<file path="config.mk">
export PLATFORM = sky130hd
export DESIGN_NAME = serial_link_scheduler_flat
export DESIGN_NICKNAME = d
export VERILOG_FILES = /design/src/rtl/serial_link_scheduler_pkg.sv /design/src/rtl/serial_link_scheduler_if.sv /design/src/rtl/serial_link_scheduler_rr_arbiter.sv /design/src/rtl/serial_link_scheduler.sv /design/src/flat_wrapper.sv
export SDC_FILE = /design/constraint.sdc
export NUM_CORES = 1
export LEC_CHECK = 0
export BUFFER_PORTS_ARGS = -buffer_cell sky130_fd_sc_hd__buf_4
export CAP_MARGIN = 5
export CORE_ASPECT_RATIO = 0.5
export CORE_MARGIN = 4
export CORE_UTILIZATION = 35
export CTS_CLUSTER_SIZE = 30
export DETAILED_ROUTE_END_ITERATION = 10
export PLACE_DENSITY_LB_ADDON = 0.1
export SYNTH_ARGS = -nofsm -noshare
export SYNTH_HDL_FRONTEND = slang
export SYNTH_HIERARCHICAL = 1
export SYNTH_SLANG_ARGS = --single-unit
export TNS_END_PERCENT = 30
</file>
<file path="constraint.sdc">
create_clock -name clk -period 3.9 [get_ports clk]
set_input_delay 0.39 -clock clk [delete_from_list [all_inputs] [get_ports clk]]
set_output_delay 0.39 -clock clk [all_outputs]
set_load 0.01 [all_outputs]
</file>
<file path="src/rtl/serial_link_scheduler_pkg.sv">
// Shared types and constants for the serial link scheduler.
// Optional feature macro: SERIAL_PARITY_EN (adds an even-parity bit before STOP).
package serial_link_pkg;

    localparam int   NREQ_DEF   = 4;
    localparam int   LEN_W_DEF  = 4;
    localparam int   DATA_W_DEF = 15;
    localparam logic IDLE_LVL   = 1'b1;

    typedef enum logic [2:0] {
        S_IDLE,
        S_START,
        S_ID,
        S_LEN,
        S_DATA,
        S_PARITY,
        S_STOP
    } state_e;

    function automatic int max_int(input int a, input int b);
        return (a > b) ? a : b;
    endfunction

endpackage

</file>
<file path="src/rtl/serial_link_scheduler_if.sv">
// Requester-side bus of the scheduler: requests, payloads, grants and serial line.
interface serial_link_scheduler_if #(
    parameter int NREQ   = 4,
    parameter int LEN_W  = 4,
    parameter int DATA_W = 15
) ();
    logic [NREQ-1:0]              req;
    logic [NREQ-1:0][LEN_W-1:0]   len_bus;
    logic [NREQ-1:0][DATA_W-1:0]  data_bus;
    logic [NREQ-1:0]              gnt;
    logic                         busy;
    logic                         done;
    logic                         serout;

    modport master (output req, len_bus, data_bus, input gnt, busy, done, serout);
    modport slave  (input req, len_bus, data_bus, output gnt, busy, done, serout);
endinterface

</file>
<file path="src/rtl/serial_link_scheduler_rr_arbiter.sv">
// Round-robin arbiter: first active request at or after ptr wins (one-hot).
module rr_arbiter #(
    parameter int NREQ = 4,
    parameter int ID_W = $clog2(NREQ)
) (
    input  logic [NREQ-1:0] req,
    input  logic [ID_W-1:0] ptr,
    output logic [NREQ-1:0] grant
);
    logic [ID_W-1:0] idx;
    logic            found;

    // Scan requesters starting at ptr, wrapping modulo NREQ.
    always_comb begin
        grant = '0;
        found = 1'b0;
        idx   = '0;
        for (int k = 0; k < NREQ; k++) begin
            idx = ID_W'((int'(ptr) + k) % NREQ);
            if (!found && req[idx]) begin
                grant[idx] = 1'b1;
                found      = 1'b1;
            end
        end
    end
endmodule

</file>
<file path="src/rtl/serial_link_scheduler.sv">
// Round-robin scheduler serialising granted requests onto one line:
// start(0), ID (MSB first), LEN (MSB first), L data bits (MSB first), stop(1).
// SERIAL_PARITY_EN inserts an even-parity bit over ID/LEN/data before STOP.
module serial_link_scheduler
    import serial_link_pkg::*;
#(
    parameter int NREQ   = NREQ_DEF,
    parameter int LEN_W  = LEN_W_DEF,
    parameter int DATA_W = DATA_W_DEF
) (
    input logic               clk,
    input logic               rst,
    serial_link_scheduler_if.slave bus
);
    localparam int ID_W  = $clog2(NREQ);
    localparam int CNT_W = max_int(ID_W, LEN_W);

    state_e            state;
    logic [CNT_W-1:0]  cnt;
    logic [ID_W-1:0]   ptr;
    logic [ID_W-1:0]   id_sr;
    logic [LEN_W-1:0]  len_sr;
    logic [LEN_W-1:0]  len_q;
    logic [DATA_W-1:0] data_sr;
    logic [NREQ-1:0]   grant;
    logic [ID_W-1:0]   win;
    logic [DATA_W-1:0] win_data;
`ifdef SERIAL_PARITY_EN
    logic              par;
`endif

    rr_arbiter #(.NREQ(NREQ), .ID_W(ID_W)) u_arb (
        .req   (bus.req),
        .ptr   (ptr),
        .grant (grant)
    );

    // One-hot grant to winner index.
    always_comb begin
        win = '0;
        for (int i = 0; i < NREQ; i++)
            if (grant[i]) win = ID_W'(i);
    end

    // Left-align the L payload bits so DATA just shifts out the MSB; unsent bits fall off.
    assign win_data = bus.data_bus[win] << (DATA_W - int'(bus.len_bus[win]));

    // Frame FSM; serout is registered and loaded with the bit of the state being entered.
    always_ff @(posedge clk) begin
        if (!rst) begin
            state      <= S_IDLE;
            cnt        <= '0;
            ptr        <= '0;
            id_sr      <= '0;
            len_sr     <= '0;
            len_q      <= '0;
            data_sr    <= '0;
            bus.gnt    <= '0;
            bus.busy   <= 1'b0;
            bus.done   <= 1'b0;
            bus.serout <= IDLE_LVL;
`ifdef SERIAL_PARITY_EN
            par        <= 1'b0;
`endif
        end else begin
            bus.gnt  <= '0;
            bus.done <= 1'b0;
            case (state)
                S_IDLE: begin
                    bus.serout <= IDLE_LVL;
                    if (|bus.req) begin
                        bus.gnt    <= grant;
                        ptr        <= (win == ID_W'(NREQ - 1)) ? '0 : win + 1'b1;
                        id_sr      <= win;
                        len_sr     <= bus.len_bus[win];
                        len_q      <= bus.len_bus[win];
                        data_sr    <= win_data;
`ifdef SERIAL_PARITY_EN
                        par        <= ^{win, bus.len_bus[win], win_data};
`endif
                        cnt        <= '0;
                        bus.busy   <= 1'b1;
                        bus.serout <= 1'b0;
                        state      <= S_START;
                    end
                end
                S_START: begin
                    bus.serout <= id_sr[ID_W-1];
                    id_sr      <= id_sr << 1;
                    cnt        <= CNT_W'(ID_W - 1);
                    state      <= S_ID;
                end
                S_ID: begin
                    if (cnt != '0) begin
                        bus.serout <= id_sr[ID_W-1];
                        id_sr      <= id_sr << 1;
                        cnt        <= cnt - 1'b1;
                    end else begin
                        bus.serout <= len_sr[LEN_W-1];
                        len_sr     <= len_sr << 1;
                        cnt        <= CNT_W'(LEN_W - 1);
                        state      <= S_LEN;
                    end
                end
                S_LEN: begin
                    if (cnt != '0) begin
                        bus.serout <= len_sr[LEN_W-1];
                        len_sr     <= len_sr << 1;
                        cnt        <= cnt - 1'b1;
                    end else if (len_q != '0) begin
                        bus.serout <= data_sr[DATA_W-1];
                        data_sr    <= data_sr << 1;
                        cnt        <= CNT_W'(len_q - 1'b1);
                        state      <= S_DATA;
                    end else begin
                        cnt <= '0;
`ifdef SERIAL_PARITY_EN
                        bus.serout <= par;
                        state      <= S_PARITY;
`else
                        bus.serout <= 1'b1;
                        state      <= S_STOP;
`endif
                    end
                end
                S_DATA: begin
                    if (cnt != '0) begin
                        bus.serout <= data_sr[DATA_W-1];
                        data_sr    <= data_sr << 1;
                        cnt        <= cnt - 1'b1;
                    end else begin
`ifdef SERIAL_PARITY_EN
                        bus.serout <= par;
                        state      <= S_PARITY;
`else
                        bus.serout <= 1'b1;
                        state      <= S_STOP;
`endif
                    end
                end
                S_PARITY: begin
                    bus.serout <= 1'b1;
                    cnt        <= '0;
                    state      <= S_STOP;
                end
                S_STOP: begin
                    bus.serout <= IDLE_LVL;
                    bus.busy   <= 1'b0;
                    bus.done   <= 1'b1;
                    cnt        <= '0;
                    state      <= S_IDLE;
                end
                default: begin
                    bus.serout <= IDLE_LVL;
                    bus.busy   <= 1'b0;
                    state      <= S_IDLE;
                end
            endcase
        end
    end
endmodule

</file>
<file path="src/flat_wrapper.sv">
// flat-port wrapper written by rule: the top's interface ports become plain ports
module serial_link_scheduler_flat import serial_link_pkg::*;
#(
    parameter int NREQ   = NREQ_DEF,
    parameter int LEN_W  = LEN_W_DEF,
    parameter int DATA_W = DATA_W_DEF
)
  (clk, rst, bus_req, bus_len_bus, bus_data_bus, bus_gnt, bus_busy, bus_done, bus_serout);
  serial_link_scheduler_if #(.NREQ(NREQ), .LEN_W(LEN_W), .DATA_W(DATA_W)) bus_i ();
  input logic clk;
  input logic rst;
  input wire logic [$bits(bus_i.req)-1:0] bus_req;
  input wire logic [$bits(bus_i.len_bus)-1:0] bus_len_bus;
  input wire logic [$bits(bus_i.data_bus)-1:0] bus_data_bus;
  output wire logic [$bits(bus_i.gnt)-1:0] bus_gnt;
  output wire logic [$bits(bus_i.busy)-1:0] bus_busy;
  output wire logic [$bits(bus_i.done)-1:0] bus_done;
  output wire logic [$bits(bus_i.serout)-1:0] bus_serout;
  assign bus_i.req = bus_req;
  assign bus_i.len_bus = bus_len_bus;
  assign bus_i.data_bus = bus_data_bus;
  assign bus_gnt = bus_i.gnt;
  assign bus_busy = bus_i.busy;
  assign bus_done = bus_i.done;
  assign bus_serout = bus_i.serout;
  serial_link_scheduler #(.NREQ(NREQ), .LEN_W(LEN_W), .DATA_W(DATA_W)) u_core (.clk(clk), .rst(rst), .bus(bus_i));
endmodule
</file>
After elaboration in Yosys (flattened, before gate mapping) --
Index checks and enable logic that the tools add are counted.
Operators by class: add/sub/neg operators 7, magnitude comparators 9, eq/ne operators 15, shift-type cells 1, multiplexer cells 64, bitwise logic cells 4, reduce and logical (&&, ||, !) cells 28
Operators by type and width (count):
- $mux W15 | 5
- $mux W4 | 13
- $pmux W15 S3 | 1
- $shl A15 B32 Y15 | 1
- $bmux W15 S2 | 1
- $pmux W4 S6 | 1
- $mux W1 | 19
- $pmux W3 S6 | 1
- $lt A2 B3 Y1 const B | 5
- $mux W2 | 6
- $mux W3 | 4
- $or A4 B4 Y4 | 3
- $pmux W4 S3 | 1
- $ne A2 B1 Y1 const B | 5
- $eq A3 B3 Y1 const B | 3
- $reduce_and A3 Y1 | 3
- $reduce_bool A3 Y1 | 3
- $bmux W1 S2 | 4
- $bmux W4 S2 | 1
- $demux W1 S2 | 4
- $ge A2 B1 Y1 const B | 4
- $reduce_and A4 Y1 | 2
- $reduce_bool A4 Y1 | 2
- $sub A4 B1 Y4 const B | 2
- other kinds (20) | 34
Word-level totals: bits in registers 41, input port bits 82, output and inout port bits 7, logic and storage cells 139

Longest topological paths before layout --
Gate-level depths: netlist of run 1.
word-level depth 21, mapped depth 15, depth with buffers taken out 12

Hierarchy --
Netlist of run 1, hierarchy kept.
By module, submodules not included:
- serial_link_scheduler | instances 1, cells an instance 417, area each 3365.7 µm², sequential area each 820.8 µm²
- rr_arbiter | instances 1, cells an instance 36, area each 337.8 µm², sequential area each 0.0 µm²

Worst setup path before layout of run 1 --
OpenSTA, ideal clock, no wires.
path kind reg2reg, start point register u_core.ptr[0], end point register u_core.data_sr[9], library setup time 0.060 ns, data arrival time 3.501 ns, data required time 3.840 ns, setup slack 0.339 ns, cell stages (with the launch flop) 15, buffers on the path 2, clock period less this slack 3.561 ns, cell sequence dfxtp_1 inv_1 ha_1 mux4_2 nor4b_4 nand2_1 o211ai_1 buf_6 mux2_4 o221a_1 buf_6 mux2i_1 mux4_2 nor2_1 o221a_1
On the way: cells in the longest elaborated chain, start to end 21, elaborated cells on any way between the ends 58, those cells by class 4 x add/sub; 8 x order compare; 1 x shift; 32 x mux; 3 x bitwise; 10 x reduce/logical
RTL lines:
- start, declared | RTL line serial_link_scheduler.sv:20 | logic [ID_W-1:0] ptr;
- start signal, assigned | RTL line serial_link_scheduler.sv:73 | ptr <= (win == ID_W'(NREQ - 1)) ? '0 : win + 1'b1;
- branches (longest 11 deep; another with $lt A2 B3 Y1)
- $mux W4 * | RTL line serial_link_scheduler_rr_arbiter.sv:20 | if (!found && req[idx]) begin
- named net u_core.grant[1] | RTL line serial_link_scheduler.sv:25 | logic [NREQ-1:0] grant;
- $mux W1 * | RTL line serial_link_scheduler.sv:42 | if (grant[i]) win = ID_W'(i);
- $mux W2 * (2 in series) | RTL line serial_link_scheduler.sv:42
- $bmux W4 S2 | RTL line serial_link_scheduler.sv:46 | assign win_data = bus.data_bus[win] << (DATA_W - int'(bus.len_bus[win]));
- $mux W4 (not written as such) | RTL line serial_link_scheduler.sv:46
- $sub A4 B4 Y5 | RTL line serial_link_scheduler.sv:46
- $shl A15 B32 Y15 * | RTL line serial_link_scheduler.sv:46
- $mux W15 * | RTL line serial_link_scheduler.sv:71 | if (|bus.req) begin
- $pmux W15 S3 * | RTL line serial_link_scheduler.sv:68 | case (state)
- end signal, assigned | RTL line serial_link_scheduler.sv:77 | data_sr <= win_data;
- end signal, assigned | RTL line serial_link_scheduler.sv:112 | data_sr <= data_sr << 1;
- end signal, assigned | RTL line serial_link_scheduler.sv:129 | data_sr <= data_sr << 1;
- end, declared | RTL line serial_link_scheduler.sv:24 | logic [DATA_W-1:0] data_sr;
Mark *: on every way through the listed nets, which the timed path passes. The select of a mux whose other input is x is not followed. A chain may end at the register's enable or synchronous reset.

Worst setup path after layout of run 1 --
start point register u_core.ptr[1], end point register u_core.data_sr[9]
The elaborated chain is that of the path after synthesis.

==> flow_metrics.tcl, run 1 <==
set metrics [dict create \
    outcome "finished clean" \
    grt_pass1_wl_mm 18.3 \
    grt_use_met2 0.295 \
    setup_viol 0 \
    reg2reg_slack_ns 0.17 \
    drive_above_1_share 0.293 \
    required_ns 4.08 \
    clk_latency_ns 0.29 \
    viasPerCell 5.50 \
    ys_ff_latch 41 \
    cts_buffers 5 \
    critPathLaunchType "flip-flop" \
    synthTopCellsByArea "dfxtp_1 (22%), mux2i_1 (13%), nand2_1 (4.2%)" \
    clock_skew_ns 0.00433 \
    n_antenna_cell 0 \
    grt_max_degree 30 \
    fp.coreArea_sq_um 10200 \
    grtUsageMet3 0.0431 \
    seq_area_frac_synth 0.222 \
    utilization 0.466 \
    synth_top_cell_by_area "dfxtp_1" \
    synth_fp_nets 545 \
    cts_hold_buf 0 \
    netlist_area_sq_um 3700 \
    rows 26 \
    hold_violations 0 \
    seqCellArea_sq_um 821 \
    dr.pass1.iters 5 \
    synth_edf_count 0 \
    ys_warn_count 6 \
    clk_pin_slew_ns 0.06 \
    worstPathArrival_ns 3.91 \
    min_path_cells 2 \
    synthDistinctLibCells 65 \
    hp-class "input port to flip-flop" \
    die-area_sq_um 12400 \
    cts_tree "done" \
    syn_area_per_cell_sq_um 8.18 \
    synth_top_area_frac 0.222 \
    root_buffer "clkbuf_16" \
    hp-start "rst" \
    place_area_sq_um 4540 \
    synthArstFlopShare 0 \
    ios 89 \
    critical_path_peak_fanout 21 \
    worstHoldEndpoint "u_core/id_sr[0]$_SDFFE_PN0P_" \
    r2r_start "u_core/ptr[1]$_SDFFE_PN0P_" \
    syn_inst 453 \
    die_w_um 153 \
    area_growth_pct 29.1 \
    drt_wl_total_mm 11.4 \
    worstReg2RegEnd "u_core/data_sr[9]$_SDFFE_PN0P_" \
    portBuffers 88 \
    clock_path_buffers 2 \
    post-route-period-util 0.957 \
    drtIter0Drc 236 \
    grtUsageMet1 0.248 \
    antenna_found_initial 0 \
    final_cell_area_sq_um 4780 \
    gp_congestion 0.871 \
    ant_nets 0 \
    grt_busiest_layer "met2" \
    h-tree-depth 2 \
    drv_cap 0 \
    dpl.hpwl_mm 8.73 \
    initial_utilization 0.361 \
    rsz0062_at_grt "no" \
    cts_sinks 41 \
    die_y_um 80.7 \
    fmax_mhz 268 \
    nets 641 \
    fillerInstances 1068 \
    crit_type "flip-flop to flip-flop" \
    vias 3789 \
    multi_input_area_sq_um 2630 \
    synthFlopType "dfxtp_1" \
    slew_violations 0 \
    yosysMostFrequentCell "mux2i_1" \
    max_slew_margin 0.352 \
    gr-total-overflow 0 \
    setup-tns-final_ns 0 \
    worst_pin_slew_ns 0.972 \
    fin_crit_ns 3.73 \
    wl_per_cell_um 16.5 \
    end_kind "flip-flop" \
    first_global_vias 3596 \
    drcViolationCount 0 \
    grt_use_total 0.180 \
    ff2ff_path_depth 15 \
    netlist_top_cells_count "mux2i_1 (47), dfxtp_1 (41), nand2_1 (41)" \
]
## flip-flops by register name, summed over array words and instances (netlist names), 2 cells and up
signal	flops
u_core/bus.gnt	4
u_core/cnt	4
u_core/data_sr	15
u_core/id_sr	2
u_core/len_q	4
u_core/len_sr	4
u_core/ptr	2
u_core/state	3
## placed cells by master (no fill, tap or decap), types with 3 or more instances in the layout
master	Yosys	routed
nor2b_1	18	18
nor3b_1	15	15
clkbuf_16	0	5
o211ai_1	9	9
mux4_2	3	3
nor3_1	14	12
a31oi_1	8	8
nand2b_1	8	8
buf_4	3	117
a211oi_1	13	10
a221oi_1	5	4
a211oi_2	4	7
o221ai_1	4	4
inv_1	16	16
a21oi_1	29	29
o22ai_1	7	7
a21o_2	4	4
nor2_1	29	29
and3_1	5	5
o21ai_0	21	21
nand2_1	41	41
dfxtp_1	41	41
nand4b_1	3	3
nand4_1	3	3
mux2i_1	47	46
o32ai_1	3	3
a22oi_1	5	5
nand3_1	14	14
ha_1	10	10
xnor2_1	3	3
## timing repair
item	in CTS	in global routing
resized for setup	0	9
endpoints found under the setup margin	0	12
buffers inserted	0	5
## per-layer routing
metal  routed length, um  vias up
li1                    -     1877
met1                5580     1780
met2                5020      124
met3                 688        8
met4                  78        0
met5                   0        -
## per-stage QoR
step | std cells | hold WS, ns | setup slack [ns]
6_report | 689 | 0.443 | 0.168
5_1_grt | 689 | 0.444 | 0.000190
4_1_cts | 682 | 0.441 | 0.0681
3_5_place_dp | 675 | 0.465 | 0.100
3_3_place_gp | 675 | 0.465 | 0.106
2_1_floorplan | 453 | 0.441 | 0.339
## worst max path at each step
stage                     cells past startpoint                               to                  startpoint  slack, ns
after floorplan                              14   u_core/data_sr[9]$_SDFFE_PN0P_  u_core/ptr[0]$_SDFFE_PN0P_       0.34
after global placement                       14  u_core/data_sr[14]$_SDFFE_PN0P_  u_core/ptr[1]$_SDFFE_PN0P_       0.11
after detailed placement                     14  u_core/data_sr[14]$_SDFFE_PN0P_  u_core/ptr[1]$_SDFFE_PN0P_        0.1
after CTS                                    14  u_core/data_sr[14]$_SDFFE_PN0P_  u_core/ptr[1]$_SDFFE_PN0P_       0.07
after global routing                         16  u_core/data_sr[10]$_SDFFE_PN0P_  u_core/ptr[1]$_SDFFE_PN0P_     0.0002
final                                        15   u_core/data_sr[9]$_SDFFE_PN0P_  u_core/ptr[1]$_SDFFE_PN0P_       0.17
## critical path: stages (launching register included)
cell      delay (ns)
dfxtp_1         0.38
inv_1           0.08
ha_1            0.31
mux4_2          0.39
nor4b_4         0.36
nand2_1         0.09
o211ai_1        0.22
buf_12          0.24
mux2i_1         0.22
a222oi_1        0.11
buf_4           0.18
buf_4           0.13
clkbuf_4        0.19
nor2b_2         0.20
a221o_1         0.30
o221a_1         0.22
## area by class of cell
| class | count | area share |
|---|---|---|
| Timing Repair Buffer | 122 | 0.198 |
| Multi-Input combinational cell | 362 | 0.550 |
| Tap cell | 140 | 0.0366 |
| Inverter | 17 | 0.0134 |
| Clock buffer | 7 | 0.0298 |
| Sequential cell | 41 | 0.172 |
## kinds of logic (layout without fill, tap and decap cells)
group	Yosys count	in the layout	synth area share
compound gates	131	131	0.252
xor+xnor	4	4	0.00946
fa+ha+maj	10	10	0.0338
buf+inv	50	146	0.0777
flops	41	41	0.222
mux	55	55	0.173
simple gates	162	162	0.232
Power of run 1 is left out: the tool's default activity adds up to more than one toggle a clock period on the data nets, which glitch-free logic cannot reach.
==> run 2: changes to the inputs <==
--- a/config.mk
+++ b/config.mk
@@ -10,9 +10,11 @@
 export CORE_ASPECT_RATIO = 0.5
 export CORE_MARGIN = 4
 export CORE_UTILIZATION = 35
+export CTS_BUF_LIST = sky130_fd_sc_hd__clkbuf_2 sky130_fd_sc_hd__clkbuf_4 sky130_fd_sc_hd__clkbuf_8
 export CTS_CLUSTER_SIZE = 30
 export DETAILED_ROUTE_END_ITERATION = 10
 export PLACE_DENSITY_LB_ADDON = 0.1
+export SLEW_MARGIN = 20
 export SYNTH_ARGS = -nofsm -noshare
 export SYNTH_HDL_FRONTEND = slang
 export SYNTH_HIERARCHICAL = 1
==> flow_metrics.tcl, run 2 (synthesized netlist as in run 1, its figures left out) <==
set metrics [dict create \
    max_slew_margin 0.362 \
    largest_register_ffs 15 \
    slew_violations 0 \
    grt_busiest_layer "met2" \
    outcome "finished clean" \
    post-route-period-util 0.957 \
    fin_ws_ns 0.168 \
    worstPathArrival_ns 3.93 \
    ios 89 \
    cts_buffers 5 \
    antenna_found_initial 0 \
    cts_tree "done" \
    grt_use_total 0.178 \
    grtUsageMet1 0.249 \
    rsz0062_at_grt "yes" \
    h-tree-depth 2 \
    required_ns 4.09 \
    nets 641 \
    drcViolationCount 0 \
    dpl.hpwl_mm 8.73 \
    clock_skew_ns 0.00538 \
    rows 26 \
    min_path_cells 2 \
    hold_violations 0 \
    grtUsageMet3 0.0335 \
    worst_pin_slew_ns 0.956 \
    wl_per_cell_um 16.4 \
    vias 3752 \
    n_antenna_cell 0 \
    end_kind "flip-flop" \
    drt_wl_total_mm 11.3 \
    gp_congestion 0.871 \
    max_flop_register "u_core/data_sr" \
    area_growth_pct 27.6 \
    clk_pin_slew_ns 0.08 \
    critPathLaunchType "flip-flop" \
    root_buffer "clkbuf_8" \
    fin_crit_ns 3.73 \
    clock_path_buffers 2 \
    fp.coreArea_sq_um 10200 \
    grt_max_degree 30 \
    fmax_mhz 268 \
    drv_cap 0 \
    pre_cts_ws_ns 0.100 \
    utilization 0.461 \
    ant_nets 0 \
    setup_viol 0 \
    final_cell_area_sq_um 4730 \
    gr-total-overflow 0 \
    first_global_vias 3597 \
    grt_pass1_wl_mm 18.2 \
    crit_type "flip-flop to flip-flop" \
    drtIter0Drc 224 \
    die-area_sq_um 12400 \
    grt_use_met2 0.291 \
    final_common_cell "buf_4" \
    cts_hold_buf 0 \
    viasPerCell 5.45 \
    portBuffers 88 \
    die_y_um 80.7 \
    holdWs_ns 0.426 \
    ff2ff_path_depth 15 \
    dr.pass1.iters 5 \
    clk_latency_ns 0.30 \
    drive_above_1_share 0.295 \
    multi_input_area_sq_um 2630 \
    final_cell_mix "buf_4 (117), mux2i_1 (46), nand2_1 (41), dfxtp_1 (41)" \
    die_w_um 153 \
    place_area_sq_um 4540 \
    cts_sinks 41 \
    initial_utilization 0.361 \
    fillerInstances 1079 \
    hp-class "input port to flip-flop" \
    critical_path_peak_fanout 21 \
    seqCellArea_sq_um 821 \
]
==> run 2: changes by cell type in the layout (fill, tap and decap cells not counted) <==
cell / delta
clkbuf_16: -5
clkbuf_8: +5
clkbuf_1: -1
clkbuf_4: +1
==> run 2: path summary, 6_finish.rpt <==
kind,start,endpoint,slack [ns]
hold / removal,rst,u_core/id_sr[0]$_SDFFE_PN0P_,0.43
setup reg to reg,u_core/ptr[1]$_SDFFE_PN0P_,u_core/data_sr[9]$_SDFFE_PN0P_,0.17
hold reg to reg,u_core/cnt[1]$_SDFFE_PN0P_,u_core/cnt[1]$_SDFFE_PN0P_,0.48
setup / recovery,u_core/ptr[1]$_SDFFE_PN0P_,u_core/data_sr[9]$_SDFFE_PN0P_,0.17
==> run 2: per-stage QoR <==
step	setup TNS (ns)	std cells
after global placement	0	675
after CTS	0	682
after global routing	-0.00350	689
after detailed placement	0	675
final	0	689
after floorplan	0	453
==> run 2: timing repair <==
| item | in CTS | in global routing |
|---|---|---|
| gates resized for setup | 0 | 9 |
| setup buffers | 0 | 5 |
| endpoints found under the setup margin | 0 | 12 |
==> run 2: worst max-delay path, cell delays in order (launching register included) <==
cell and delay [ns]:
dfxtp_1 0.39, inv_1 0.08, ha_1 0.31, mux4_2 0.39
nor4b_4 0.36, nand2_1 0.09, o211ai_1 0.22, buf_12 0.24
mux2i_1 0.22, a222oi_1 0.11, buf_4 0.18, buf_4 0.13
clkbuf_4 0.19, nor2b_2 0.19, a221o_1 0.30, o221a_1 0.22
==> run 2: area by class of cell <==
class	count	share of cell area
multi-input cells	362	0.556
inverters	17	0.0135
well taps	140	0.0371
clock buffers	7	0.0191
repair buffers	122	0.200
flip-flops and latches	41	0.174
==> run 2: routing by layer <==
metal	routed length [um]	share of wire	vias to the layer above
li1	-	-	1873
met1	5610	0.50	1759
met2	4990	0.44	110
met3	603	0.053	10
met4	101	0.0089	0
met5	0	0	-
Power of run 2 is left out for the same reason.
==> run 3: changes to the inputs <==
--- a/config.mk
+++ b/config.mk
@@ -5,13 +5,13 @@
 export SDC_FILE = /design/constraint.sdc
 export NUM_CORES = 1
 export LEC_CHECK = 0
+export ABC_AREA = 1
 export BUFFER_PORTS_ARGS = -buffer_cell sky130_fd_sc_hd__buf_4
 export CAP_MARGIN = 5
 export CORE_ASPECT_RATIO = 0.5
 export CORE_MARGIN = 4
 export CORE_UTILIZATION = 35
 export CTS_BUF_LIST = sky130_fd_sc_hd__clkbuf_2 sky130_fd_sc_hd__clkbuf_4 sky130_fd_sc_hd__clkbuf_8
-export CTS_CLUSTER_SIZE = 30
 export DETAILED_ROUTE_END_ITERATION = 10
 export PLACE_DENSITY_LB_ADDON = 0.1
 export SLEW_MARGIN = 20
==> flow_metrics.tcl, run 3 <==
set metrics [dict create \
    critPathLaunchType "flip-flop" \
    ff2ff_path_depth 21 \
    synth_top_area_frac 0.209 \
    setup_viol 0 \
    clk_latency_ns 0.29 \
    cts_hold_buf 0 \
    worstHoldEndpoint "u_core/data_sr[7]$_SDFFE_PN0P_" \
    final_cell_mix "nand2_1 (190), nand3_1 (104), buf_4 (99), inv_1 (72), nor2_1 (67)" \
    synthDistinctLibCells 40 \
    h-tree-depth 2 \
    vias 4548 \
    fp.coreArea_sq_um 10600 \
    critical_path_peak_fanout 25 \
    synth_edf_count 0 \
    holdWs_ns 0.443 \
    min_path_cells 3 \
    n_antenna_cell 0 \
    grt_pass1_wl_mm 20.7 \
    slew_violations 0 \
    netlist_top_cells_count "nand2_1 (190), nand3_1 (105), inv_1 (72)" \
    ys_ff_latch 41 \
    worstReg2RegEnd "u_core/data_sr[14]$_SDFFE_PN0P_" \
    seq_area_frac_synth 0.209 \
    r2r_start "u_core/ptr[0]$_SDFFE_PN0P_" \
    clock_path_buffers 2 \
    hold_violations 0 \
    setup-tns-final_ns 0 \
    rows 26 \
    largest_register_ffs 15 \
    drt_wl_total_mm 12.9 \
    cts_buffers 5 \
    worstPathArrival_ns 3.67 \
    drtIter0Drc 444 \
    viasPerCell 5.08 \
    fmax_mhz 290 \
    max_flop_register "u_core/data_sr" \
    gr-total-overflow 0 \
    startpoint "u_core/ptr[0]$_SDFFE_PN0P_" \
    synth_fp_nets 763 \
    synth_top_cell_by_area "dfxtp_1" \
    fin_ws_ns 0.446 \
    pre_cts_ws_ns 0.325 \
    hp-start "rst" \
    dr.pass1.iters 5 \
    ys_warn_count 6 \
    drcViolationCount 0 \
    drive_above_1_share 0.216 \
    cts_tree "done" \
    synthFlopType "dfxtp_1" \
    root_buffer "clkbuf_8" \
    hp-class "input port to flip-flop" \
    post-route-period-util 0.886 \
    ios 89 \
    first_global_vias 4189 \
    crit_type "flip-flop to flip-flop" \
    outcome "finished clean" \
    gp_congestion 0.917 \
    cts_sinks 41 \
    netlist_area_sq_um 3920 \
    end_kind "flip-flop" \
    clk_pin_slew_ns 0.08 \
    grt_max_degree 26 \
    drv_cap 0 \
    yosysMostFrequentCell "nand2_1" \
    final_common_cell "nand2_1" \
    nets 846 \
    wl_per_cell_um 14.4 \
    fin_crit_ns 3.45 \
    dpl.hpwl_mm 10.0 \
    die_w_um 158 \
    area_growth_pct 22.5 \
    portBuffers 88 \
    initial_utilization 0.371 \
    fillerInstances 1148 \
    rsz0062_at_grt "no" \
    synthTopCellsByArea "dfxtp_1 (21%), nand2_1 (18%), nand3_1 (13%)" \
    grt_use_total 0.191 \
    max_slew_margin 0.494 \
    die_y_um 82.8 \
    utilization 0.454 \
    antenna_found_initial 0 \
    die-area_sq_um 13100 \
    synthArstFlopShare 0 \
    reg2reg_slack_ns 0.45 \
    syn_area_per_cell_sq_um 5.84 \
    clock_skew_ns 0.00583 \
    syn_inst 671 \
    worst_pin_slew_ns 0.759 \
    required_ns 4.12 \
    ant_nets 0 \
]
[run 3: changes by cell type in the layout (fill, tap and decap cells not counted), moves of 18 or more]
cell,before,now
nand2_1,41,190
nand3_1,14,104
inv_1,16,72
mux2i_1,46,0
nor2_1,29,67
buf_4,117,99
nor2b_1,18,0
[run 3: metrics by stage]
| step | std cells | cell area, sq um |
|---|---|---|
| global route | 895 | 4800 |
| global placement | 882 | 4650 |
| finish | 895 | 4800 |
| CTS | 890 | 4740 |
| floorplan | 671 | 3920 |
| detailed placement | 882 | 4650 |
[run 3: worst max path at each step]
stage                                                 end
final                     u_core/data_sr[14]$_SDFFE_PN0P_
after global routing      u_core/data_sr[11]$_SDFFE_PN0P_
after CTS                 u_core/data_sr[13]$_SDFFE_PN0P_
after detailed placement  u_core/data_sr[13]$_SDFFE_PN0P_
after global placement    u_core/data_sr[13]$_SDFFE_PN0P_
after floorplan           u_core/data_sr[11]$_SDFFE_PN0P_
[run 3: worst max-delay path: stages, from the launching register on]
cell,delay [ns]
dfxtp_2,0.44
inv_2,0.13
ha_1,0.36
inv_1,0.10
nand3_1,0.08
nand2_1,0.11
nand2_4,0.07
nor2_4,0.13
nand2_1,0.06
nand3_1,0.22
inv_2,0.22
nand2_8,0.23
nand2_1,0.07
nand2_1,0.11
nand2_4,0.16
inv_4,0.25
nand3_2,0.14
nand3_1,0.12
nand3_1,0.09
nand3_1,0.10
nand2_1,0.08
a21oi_1,0.13
[run 3: cells by family after synthesis]
logic type | count (synthesis) | share of synthesized area
AND/OR/NAND/NOR | 410 | 0.490
buffers and inverters | 107 | 0.121
AO/OA/AOI/OAI | 99 | 0.139
flip-flops | 41 | 0.209
adder cells (fa/ha/maj) | 10 | 0.0319
XOR/XNOR | 4 | 0.00894
[run 3: what timing repair did]
item,4_1_cts,5_1_grt
endpoints found under the setup margin,0,7
setup buffers,0,5
gates resized for setup,0,4
[run 3: area by class of cell]
class	instances	area, sq um	area share
clock inverters	3	17.5	0.00365
multi-input cells	523	2640	0.549
flip-flops and latches	41	823	0.171
well taps	140	175	0.0365
inverters	83	317	0.0659
repair buffers	100	763	0.159
clock buffers	5	68.8	0.0143
[run 3: metal layers]
| layer | vias up | global-route usage | share of wire |
|---|---|---|---|
| met5 | - | 0 | 0 |
| met4 | 0 | 0.0383 | 0.012 |
| met3 | 14 | 0.0363 | 0.062 |
| met2 | 146 | 0.291 | 0.43 |
| met1 | 2051 | 0.280 | 0.49 |
| li1 | 2337 | - | - |
Power of run 3 is left out for the same reason.
